--- src/rtl/cgra_exec_scheduler.sv ---
// Round-robin scheduler that hands one shared CGRA tile to a requester per job: config stream, timed exec, done pulse.
// Optional build macro CGRA_SCHED_PERF_CNT_EN adds perf_exec_cycles / perf_jobs counters.
module cgra_exec_scheduler #(
    parameter int NUM_REQ   = 4,
    parameter int CFG_WORDS = 8,
    parameter int CYC_W     = 8,
    localparam int SEL_W    = $clog2(NUM_REQ),
    localparam int IDX_W    = (CFG_WORDS > 1) ? $clog2(CFG_WORDS) : 1
) (
    input  logic                     clk,
    input  logic                     reset,
    input  logic [NUM_REQ-1:0]       req,
    input  logic [NUM_REQ*CYC_W-1:0] req_cycles,
    output logic [NUM_REQ-1:0]       grant,
    output logic [NUM_REQ-1:0]       done,
    output logic                     cfg_valid,
    input  logic                     cfg_ready,
    output logic [SEL_W-1:0]         cfg_sel,
    output logic [IDX_W-1:0]         cfg_idx,
    output logic                     exec_en,
    output logic                     busy
`ifdef CGRA_SCHED_PERF_CNT_EN
    ,
    output logic [31:0]              perf_exec_cycles,
    output logic [15:0]              perf_jobs
`endif
);

    typedef enum logic [1:0] {IDLE, CONFIG, EXEC, DONE} state_t;

    localparam logic [IDX_W-1:0] LAST_IDX = IDX_W'(CFG_WORDS - 1);

    state_t           state;
    logic [SEL_W-1:0] rr_ptr;
    logic [CYC_W-1:0] cycles;
    logic             win_found;
    logic [SEL_W-1:0] win_idx;
    logic [SEL_W-1:0] next_ptr;
    logic             owner_req;

    // First set request bit at or above rr_ptr, wrapping past NUM_REQ-1.
    always_comb begin
        win_found = 1'b0;
        win_idx   = '0;
        for (int i = 0; i < NUM_REQ; i++) begin
            if (!win_found && req[(int'(rr_ptr) + i) % NUM_REQ]) begin
                win_found = 1'b1;
                win_idx   = SEL_W'((int'(rr_ptr) + i) % NUM_REQ);
            end
        end
    end

    assign next_ptr  = SEL_W'((int'(win_idx) + 1) % NUM_REQ);
    assign owner_req = |(req & grant);

    // Config handshake: word cfg_idx transfers on a rising edge with cfg_valid && cfg_ready;
    // until then cfg_valid stays high and cfg_idx is held stable.
    always_ff @(posedge clk or negedge reset) begin
        if (!reset) begin
            state     <= IDLE;
            grant     <= '0;
            done      <= '0;
            cfg_valid <= 1'b0;
            cfg_sel   <= '0;
            cfg_idx   <= '0;
            exec_en   <= 1'b0;
            busy      <= 1'b0;
            rr_ptr    <= '0;
            cycles    <= '0;
        end else begin
            done <= '0;
            case (state)
                IDLE: begin
                    if (win_found) begin
                        state     <= CONFIG;
                        grant     <= NUM_REQ'(1) << win_idx;
                        cfg_sel   <= win_idx;
                        cycles    <= req_cycles[int'(win_idx)*CYC_W +: CYC_W];
                        cfg_idx   <= '0;
                        cfg_valid <= 1'b1;
                        busy      <= 1'b1;
                        rr_ptr    <= next_ptr;
                    end
                end
                CONFIG: begin
                    if (!owner_req) begin
                        state     <= IDLE;
                        grant     <= '0;
                        cfg_valid <= 1'b0;
                        cfg_idx   <= '0;
                        busy      <= 1'b0;
                    end else if (cfg_ready) begin
                        if (cfg_idx == LAST_IDX) begin
                            cfg_idx   <= '0;
                            cfg_valid <= 1'b0;
                            if (cycles != '0) begin
                                state   <= EXEC;
                                exec_en <= 1'b1;
                            end else begin
                                state <= DONE;
                                done  <= grant;
                            end
                        end else begin
                            cfg_idx <= cfg_idx + 1'b1;
                        end
                    end
                end
                EXEC: begin
                    if (!owner_req) begin
                        state   <= IDLE;
                        grant   <= '0;
                        exec_en <= 1'b0;
                        busy    <= 1'b0;
                    end else if (cycles == CYC_W'(1)) begin
                        state   <= DONE;
                        exec_en <= 1'b0;
                        done    <= grant;
                    end else begin
                        cycles <= cycles - 1'b1;
                    end
                end
                DONE: begin
                    state <= IDLE;
                    grant <= '0;
                    busy  <= 1'b0;
                end
                default: state <= IDLE;
            endcase
        end
    end

`ifdef CGRA_SCHED_PERF_CNT_EN
    // Exec cycles of aborted jobs still count; only completed jobs bump perf_jobs.
    always_ff @(posedge clk or negedge reset) begin
        if (!reset) begin
            perf_exec_cycles <= '0;
            perf_jobs        <= '0;
        end else begin
            if (exec_en && (perf_exec_cycles != 32'hFFFF_FFFF))
                perf_exec_cycles <= perf_exec_cycles + 32'd1;
            if (|done)
                perf_jobs <= perf_jobs + 16'd1;
        end
    end
`endif

endmodule
--- config.mk ---
export PLATFORM = sky130hd
export DESIGN_NAME = cgra_exec_scheduler
export DESIGN_NICKNAME = d
export VERILOG_FILES = /design/src/rtl/cgra_exec_scheduler.sv
export SDC_FILE = /design/constraint.sdc
export NUM_CORES = 1
export LEC_CHECK = 0
export CAP_MARGIN = 15
export CORE_UTILIZATION = 52
export DETAILED_ROUTE_END_ITERATION = 10
export PLACE_DENSITY_LB_ADDON = 0.08
export SYNTH_ARGS = -nofsm -noshare
export SYNTH_HDL_FRONTEND = slang
export SYNTH_SLANG_ARGS = --single-unit
--- constraint.sdc ---
create_clock -name clk -period 3.95 [get_ports clk]
set_input_delay 0.9875 -clock clk [delete_from_list [all_inputs] [get_ports clk]]
set_output_delay 0.9875 -clock clk [all_outputs]
set_load 0.05 [all_outputs]
==> flow_metrics.tcl, run 1 <==
set metrics [dict create \
    status "complete, no violations" \
    synth_area_leader_cell "dfrtp_1" \
    synth-seq-cells 28 \
    ant_nets 0 \
    die_height_um 63.5 \
    p_clk_share_pct 10.4 \
    port_buffers 54 \
    avgSynthCellArea_sq_um 10.1 \
    grt_first_pass_wirelength_um 7760 \
    drt_iter0_drc 106 \
    cts-buffers-inserted 3 \
    synth.distinct_cells 51 \
    clk_path_buf_depth 2 \
    cellLeakagePower_nw 1.14 \
    layoutNonFillerInstCount 294 \
    switchingPower_mw 0.837 \
    diodes 0 \
    grt_max_degree 29 \
    power_density_nw_per_um2 692 \
    postCtsSetupRepairBufs 0 \
    crit_type "in2reg" \
    die-area_sq_um 4030 \
    ctsRootBufferMaster "clkbuf_8" \
    ios 55 \
    place_area_sq_um 2510 \
    timing.final.crit_share_pct 74.8 \
    wl_um 4420 \
    setup-violations-final 0 \
    antenna_found_initial 0 \
    die_x_um 63.5 \
    dp_hpwl_um 3370 \
    nNetsFinal 300 \
    nFillCells 263 \
    yosys-top-cells-count "28 x dfrtp_1, 23 x mux2i_1, 18 x nor2_1" \
    crit_required_ns 4.15 \
    globalRouteOverflowTotal 0 \
    rows 21 \
    clk_latency_ns 0.28 \
    p_comb_share_pct 60.7 \
    clkSinkCount 28 \
    core_area_sq_um 3470 \
    dr.pass1.iters 4 \
    post_cts_resized 0 \
    yosys.cell_count.top_type "dfrtp_1" \
    synth_ff_type "dfrtp_1" \
    crit_path_end_kind "flip-flop" \
    grt_use_total_pct 24.3 \
    min_period_ns 2.96 \
    syn_to_final_growth_pct 30.6 \
    cp_slowest_cell "clkdlybuf4s50_1" \
    synth_warnings 0 \
    synth.top_cell.area_share_pct 35.7 \
    switching_share_pct 47.1 \
    cp_data_arrival_time_ns 3.16 \
    synthesis.nets 245 \
    cp_common_cell "o21ai_1" \
    synth_area_leaders "dfrtp_1 36%, mux2i_1 12%, ha_1 7.6%" \
    worst_slew_pin_slew_ns 0.677 \
    path_cells "clkdlybuf4s50_1, nor2b_1, o21ai_1, o21ai_1, a31oi_2, buf_4, mux2_2, a211oi_1" \
    cts_htree_levels 1 \
    fin_worst_skew_ns 0.00483 \
    min_path_type "reg2reg" \
    start_util_pct 56.6 \
    netlist_area_sq_um 1960 \
    critPathMaxFanout 8 \
    synthCells 194 \
    first_global_vias 1753 \
    fin_util_pct 74.0 \
    drv_slew 0 \
    wl_per_cell_um 15.0 \
    dp.cells 290 \
    p_seq_share_pct 28.9 \
    cpPeakStageDelay_ns 0.60 \
    synth_edf_count 0 \
    max-vdd-ir-drop_uv 422 \
    clkTransAtPathRegs_ns 0.10 \
    slew_headroom_pct 54.2 \
    fmax_mhz 338 \
    drc 0 \
    cts_tree "built" \
    rsz0062_at_grt "false" \
    gp_congestion 0.892 \
    internal_power_mw 0.940 \
    ctsHoldBuffers 0 \
    ys_seq_area_share_pct 35.7 \
    synthArstFlopShare_pct 100 \
    startpoint_type "input port" \
    final_area_sq_um 2570 \
    dr_total_vias 1732 \
    setup-tns-final_ns 0 \
    drive_gt1_share_pct 9.27 \
    maxCapViolations 0 \
    hold_viol_final 0 \
    vias_per_cell 5.89 \
]
[metal layers]
metal / GRT usage, % / part of all wire, % / vias up
met1: 31.6 / 44 / 833
met5: 0 / 0 / -
met2: 41.0 / 50 / 63
met4: 7.67 / 1.2 / 0
met3: 3.62 / 4.8 / 8
li1: - / - / 828
[logic make-up after synthesis]
family | after synthesis | synth area share (%)
multiplexers | 28 | 14.6
AND/OR/NAND/NOR | 61 | 16.6
adder cells (fa/ha/maj) | 12 | 7.64
flip-flops | 28 | 35.7
buffers and inverters | 17 | 5.67
AO/OA/AOI/OAI | 48 | 19.8
[power groups by stage]
stage          registers (mW)  logic (mW)  clock network (mW)
2_1_floorplan           0.629       0.695                   0
3_3_place_gp            0.509        1.04                   0
3_5_place_dp            0.518        1.07                   0
4_1_cts                 0.512        1.08               0.184
5_1_grt                 0.528        1.19               0.195
6_report                0.513        1.08               0.186
[worst paths after layout]
| check | slack (ns) | startpoint | endpoint | cells after the start |
|---|---|---|---|---|
| setup / recovery | 0.99 | req[3] | cycles[3] | 8 |
| hold / removal | 0.49 | cfg_sel[1] | cfg_sel[1] | 2 |
| setup reg to reg | 1.74 | state[0] | cycles[7] | 6 |
| hold reg to reg | 0.49 | cfg_sel[1] | cfg_sel[1] | 2 |
| max in group asynchronous | 2.61 | reset | cfg_sel[0] | 2 |
| min in group asynchronous | 1.07 | reset | done[0] | 2 |
[cell usage in the layout, fill, tap and decap left out, types with 2 or more instances in the layout]
cell and instances:
nor3_1 4, clkdlybuf4s50_1 54, nand2_1 13, nand3_1 3, nand4_1 3, o21ai_0 6, o221a_1 4, o21ai_1 5
and2_1 3, a21oi_1 5, a22oi_2 2, dfrtp_1 28, inv_1 9, nor2b_1 2, and3_1 6, a221o_1 2
a22o_1 5, mux2_2 4, mux2i_1 23, buf_4 3, nor2_1 18, o2111a_1 3, ha_1 12, clkbuf_8 4
a221oi_1 2
[metrics by stage]
step	setup slack, ns	total power [mW]	hold slack, ns
final	0.994	1.78	0.488
after global routing	0.807	1.91	0.523
after CTS	1.01	1.77	0.494
after detailed placement	0.730	1.59	0.476
after global placement	0.837	1.55	0.465
after floorplan	1.59	1.32	0.491
[area by class of cell]
cell class	instances	area, sq um	share of cell area [%]
Multi-Input combinational cell	149	1150	44.9
Inverter	10	37.5	1.46
Sequential cell	28	701	27.3
Clock buffer	4	55.1	2.15
Tap cell	46	57.6	2.24
Timing Repair Buffer	57	563	21.9
[registers in the layout, summed over array words and instances, names as in the netlist]
register / count
busy: 1
cfg_idx: 3
cfg_sel: 2
cfg_valid: 1
cycles: 8
done: 4
exec_en: 1
grant: 4
rr_ptr: 2
state: 2
[worst max-delay path, delay by kind of cell]
family | cells | cell delay (ns)
AO/OA/AOI/OAI | 4 | 0.87
buffers and inverters | 2 | 0.85
multiplexers | 1 | 0.34
AND/OR/NAND/NOR | 1 | 0.10
Power figures use the tool's default switching activity.
==> run 2: changes to the inputs <==
- CORE_UTILIZATION: 52 -> 48
- clock period: 3.95 -> 3 ns (I/O delays scaled with it)
==> run 2 against run 1 <==
- final cell count is 1.0% higher
- clock power is 27% higher
- die area is 8.1% higher
- critical endpoint is now cycles[7]
- sequential share of layout area is 0.24 points lower
- register-to-register slack worse by 0.90 ns
- total power is 31% higher
- sequential cell count stayed put
==> flow_metrics.tcl, run 2 (synthesized netlist as in run 1, its figures left out) <==
set metrics [dict create \
    diodes 0 \
    wl_um 4210 \
    vias_per_cell 5.57 \
    start_util_pct 51.7 \
    setup-tns-final_ns 0 \
    rows 22 \
    r2r_cells 6 \
    dp.cells 293 \
    largestRegisters "cycles (8), done (4), grant (4)" \
    crit_type "in2reg" \
    reg2reg_to "cycles[7]" \
    die_height_um 66.0 \
    port_buffers 54 \
    cellLeakagePower_nw 1.15 \
    final_common_cell "clkdlybuf4s50_1" \
    min_period_ns 2.56 \
    status "complete, no violations" \
    globalRouteOverflowTotal 0 \
    drt_iter0_drc 115 \
    worst_slew_pin_slew_ns 0.545 \
    post_cts_resized 0 \
    seqCellArea_sq_um 701 \
    clk_path_buf_depth 2 \
    wl_per_cell_um 14.2 \
    drive_gt1_share_pct 9.64 \
    nFillCells 317 \
    min_path_type "reg2reg" \
    largest_register_ff_count 8 \
    critPathMaxFanout 8 \
    drv_slew 0 \
    fin_worst_skew_ns 0.00403 \
    maxCapViolations 0 \
    max-vdd-ir-drop_uv 499 \
    clkSinkCount 28 \
    slew_headroom_pct 63.2 \
    rsz0062_at_grt "false" \
    endpoint "cycles[7]" \
    final_cell_mix "54 x clkdlybuf4s50_1, 28 x dfrtp_1, 23 x mux2i_1" \
    fmax_mhz 390 \
    cts_htree_levels 1 \
    crit_required_ns 3.18 \
    ctsHoldBuffers 0 \
    layoutNonFillerInstCount 297 \
    startpoint_type "input port" \
    first_global_vias 1569 \
    antenna_found_initial 0 \
    clk_latency_ns 0.28 \
    die_x_um 66.0 \
    crit_path_end_kind "flip-flop" \
    ctsRootBufferMaster "clkbuf_8" \
    cts_tree "built" \
    dp_hpwl_um 3270 \
    gp_congestion 0.861 \
    total_power_mw 2.33 \
    dr.pass1.iters 4 \
    ant_nets 0 \
    die-area_sq_um 4350 \
    fin_util_pct 68.1 \
    clkTransAtPathRegs_ns 0.10 \
    nNetsFinal 301 \
    grt_use_total_pct 21.0 \
    setup-violations-final 0 \
    grt_first_pass_wirelength_um 7040 \
    power_density_nw_per_um2 899 \
    syn_to_final_growth_pct 31.8 \
    cts-buffers-inserted 3 \
    postCtsSetupRepairBufs 0 \
    timing.final.crit_share_pct 85.5 \
    grt_max_degree 29 \
    drc 0 \
    timing.rr.start "state[0]" \
    critPathLaunch "req[3]" \
    hold_viol_final 0 \
    dr_total_vias 1653 \
    core_area_sq_um 3800 \
    regMostFlops "cycles" \
    multiInputGateArea_sq_um 1150 \
    cp_data_arrival_time_ns 2.74 \
    r2r_setup_slack_ns 0.84 \
    ios 55 \
]
## run 2: changes by cell type in the layout (fill, tap and decap cells not counted), sizes merged
| cell | change |
|---|---|
| buf | +1 |
## run 2: layout make-up
cell class	instances	share of cell area [%]
clock buffer	4	2.13
timing repair buffer	58	22.5
tap	48	2.32
inverter	10	1.45
sequential	28	27.1
multi-input combinational	149	44.5
## run 2: routing by layer
metal	global-route usage [%]	wire, um
met5	0	0
met4	5.59	44
met3	3.10	174
met2	34.3	1980
met1	28.8	2010
## run 2: worst min path at each step
stage	end	slack, ns	from	cells past startpoint
6_report	cfg_sel[1]	0.50	cfg_sel[1]	2
5_1_grt	cfg_sel[0]	0.54	cfg_sel[0]	1
4_1_cts	cfg_sel[1]	0.50	cfg_sel[1]	2
3_5_place_dp	cfg_sel[1]	0.48	cfg_sel[1]	2
3_3_place_gp	cfg_sel[1]	0.47	cfg_sel[1]	2
2_1_floorplan	busy	0.45	reset	0
## run 2: critical path, stage by stage
cell and delay, ns:
clkdlybuf4s50_1 0.60, nor2b_1 0.10, o21ai_1 0.13, o21ai_1 0.08, a31oi_2 0.38, mux2_2 0.40
a221oi_1 0.30
## run 2: report_power, final
part / switching, mW / internal [mW] / leakage, nW
clock: 0.119 / 0.118 / 0.0288
sequential: 0.151 / 0.519 / 0.353
combinational: 0.809 / 0.613 / 0.770
total: 1.08 / 1.25 / 1.15
## run 2: stage by stage
step	hold slack (ns)	cell area [sq um]	setup slack, ns
3_5_place_dp	0.480	2530	0.137
2_1_floorplan	0.454	1960	0.879
4_1_cts	0.502	2590	0.426
5_1_grt	0.543	2590	0.303
6_report	0.503	2590	0.436
3_3_place_gp	0.470	2530	0.134
==> run 3: changes to the inputs <==
- PLACE_DENSITY: not set -> 0.84
- PLACE_DENSITY_LB_ADDON: 0.08 -> not set
==> run 3 against run 2 <==
- sequential power increased by 1%
- clock skew increased by 0.0013 ns
- fmax decreased by 0.55%
- critical endpoint unchanged
==> flow_metrics.tcl, run 3 (synthesized netlist as in run 1, its figures left out) <==
set metrics [dict create \
    post_cts_resized 0 \
    clkTransAtPathRegs_ns 0.10 \
    diodes 0 \
    critPathLaunch "req[2]" \
    final_common_cell "clkdlybuf4s50_1" \
    port_buffers 54 \
    status "complete, no violations" \
    core_area_sq_um 3800 \
    cellLeakagePower_nw 1.15 \
    gr-usage-met1_pct 27.3 \
    dr.pass1.iters 4 \
    clkSinkCount 28 \
    worst_slew_pin_slew_ns 0.551 \
    cts_htree_levels 1 \
    fin_worst_skew_ns 0.00530 \
    clk_latency_ns 0.28 \
    setup-violations-final 0 \
    nNetsFinal 300 \
    grt_first_pass_wirelength_um 6820 \
    min_path_type "reg2reg" \
    timing.rr.start "state[0]" \
    die_height_um 66.0 \
    maxCapViolations 0 \
    largestRegisters "cycles (8), done (4), grant (4)" \
    antenna_found_initial 0 \
    fmax_mhz 388 \
    grt_use_total_pct 20.5 \
    start_util_pct 51.7 \
    cts_tree "built" \
    place_ws_ns 0.153 \
    clk_path_buf_depth 2 \
    die_x_um 66.0 \
    dp_hpwl_um 3190 \
    cts-buffers-inserted 3 \
    slew_headroom_pct 63.2 \
    ios 55 \
    ctsHoldBuffers 0 \
    ctsRootBufferMaster "clkbuf_8" \
    crit_type "in2reg" \
    startpoint_type "input port" \
    met2_usage_pct 33.7 \
    dr_total_vias 1678 \
    regMostFlops "cycles" \
    crit_path_end_kind "flip-flop" \
    drive_gt1_share_pct 9.27 \
    crit_required_ns 3.19 \
    timing.final.crit_share_pct 85.9 \
    syn_to_final_growth_pct 32.2 \
    die-area_sq_um 4350 \
    wl_um 4080 \
    drc 0 \
    first_global_vias 1496 \
    min_period_ns 2.58 \
    cp_data_arrival_time_ns 2.77 \
    postCtsSetupRepairBufs 0 \
    max-vdd-ir-drop_uv 457 \
    gp_congestion 0.866 \
    grt_busiest_layer "met2" \
    nFillCells 291 \
    largest_register_ff_count 8 \
    globalRouteOverflowTotal 0 \
    drv_slew 0 \
    critPathMaxFanout 20 \
    drt_iter0_drc 71 \
    grt_use_met3_pct 2.07 \
    setup-tns-final_ns 0 \
    rows 22 \
    setup_slack_ns 0.422 \
    ant_nets 0 \
    grt_max_degree 29 \
    vias_per_cell 5.67 \
    final_cell_mix "54 x clkdlybuf4s50_1, 28 x dfrtp_1, 23 x mux2i_1" \
    hold_viol_final 0 \
    wl_per_cell_um 13.8 \
    rsz0062_at_grt "false" \
    hold_path_startpoint "cfg_sel[1]" \
    power_density_nw_per_um2 921 \
]
[run 3: cell count changes in the layout (fill, tap and decap cells not counted), sizes merged]
cell | before | now
clkbuf | 4 | 3
buf | 4 | 3
bufinv | 0 | 1
[run 3: per-stage QoR]
| stage | cell area (sq um) | power (mW) | hold WS, ns | std cells | util (%) |
|---|---|---|---|---|---|
| after floorplan | 1960 | 1.74 | 0.454 | 194 | - |
| after global placement | 2530 | 2.06 | 0.466 | 292 | 66.5 |
| after detailed placement | 2530 | 2.10 | 0.481 | 292 | 66.5 |
| after CTS | 2600 | 2.40 | 0.506 | 296 | 68.4 |
| after global routing | 2600 | 2.57 | 0.534 | 296 | 68.4 |
| final | 2600 | 2.39 | 0.503 | 296 | 68.4 |
[run 3: metal layers]
layer,up-vias,part of all wire (%)
met2,65,47
met4,0,2.2
met3,7,4.0
met1,781,47
met5,-,0
li1,825,-
[run 3: area by class of cell]
cell class / instances / area [sq um] / share of cell area (%)
Clock buffer: 3 / 41.3 / 1.59
Inverter: 10 / 37.5 / 1.45
Clock inverter: 1 / 30.0 / 1.16
Tap cell: 48 / 60.1 / 2.31
Sequential cell: 28 / 701 / 27.0
Timing Repair Buffer: 57 / 576 / 22.2
Multi-Input combinational cell: 149 / 1150 / 44.4
[run 3: report_power, final]
| part | internal [mW] | switching, mW | leakage, nW |
|---|---|---|---|
| combinational | 0.613 | 0.803 | 0.765 |
| sequential | 0.519 | 0.160 | 0.353 |
| clock | 0.179 | 0.120 | 0.0357 |
[run 3: critical path, cell delays in order]
cell and delay [ns]:
clkdlybuf4s50_1 0.60, nor2_1 0.08, a221oi_1 0.25, o211ai_1 0.19
buf_12 0.20, mux2i_1 0.13, mux2_2 0.28, a221oi_1 0.27
[run 3: worst paths after layout]
kind | to | slack (ns) | cells past startpoint
max | cycles[7] | 0.42 | 8
min | cfg_sel[1] | 0.50 | 2
max reg2reg | state[1] | 0.85 | 6
min reg2reg | cfg_sel[1] | 0.50 | 2
max in group asynchronous | state[0] | 1.90 | 2
min in group asynchronous | cfg_sel[1] | 0.83 | 2
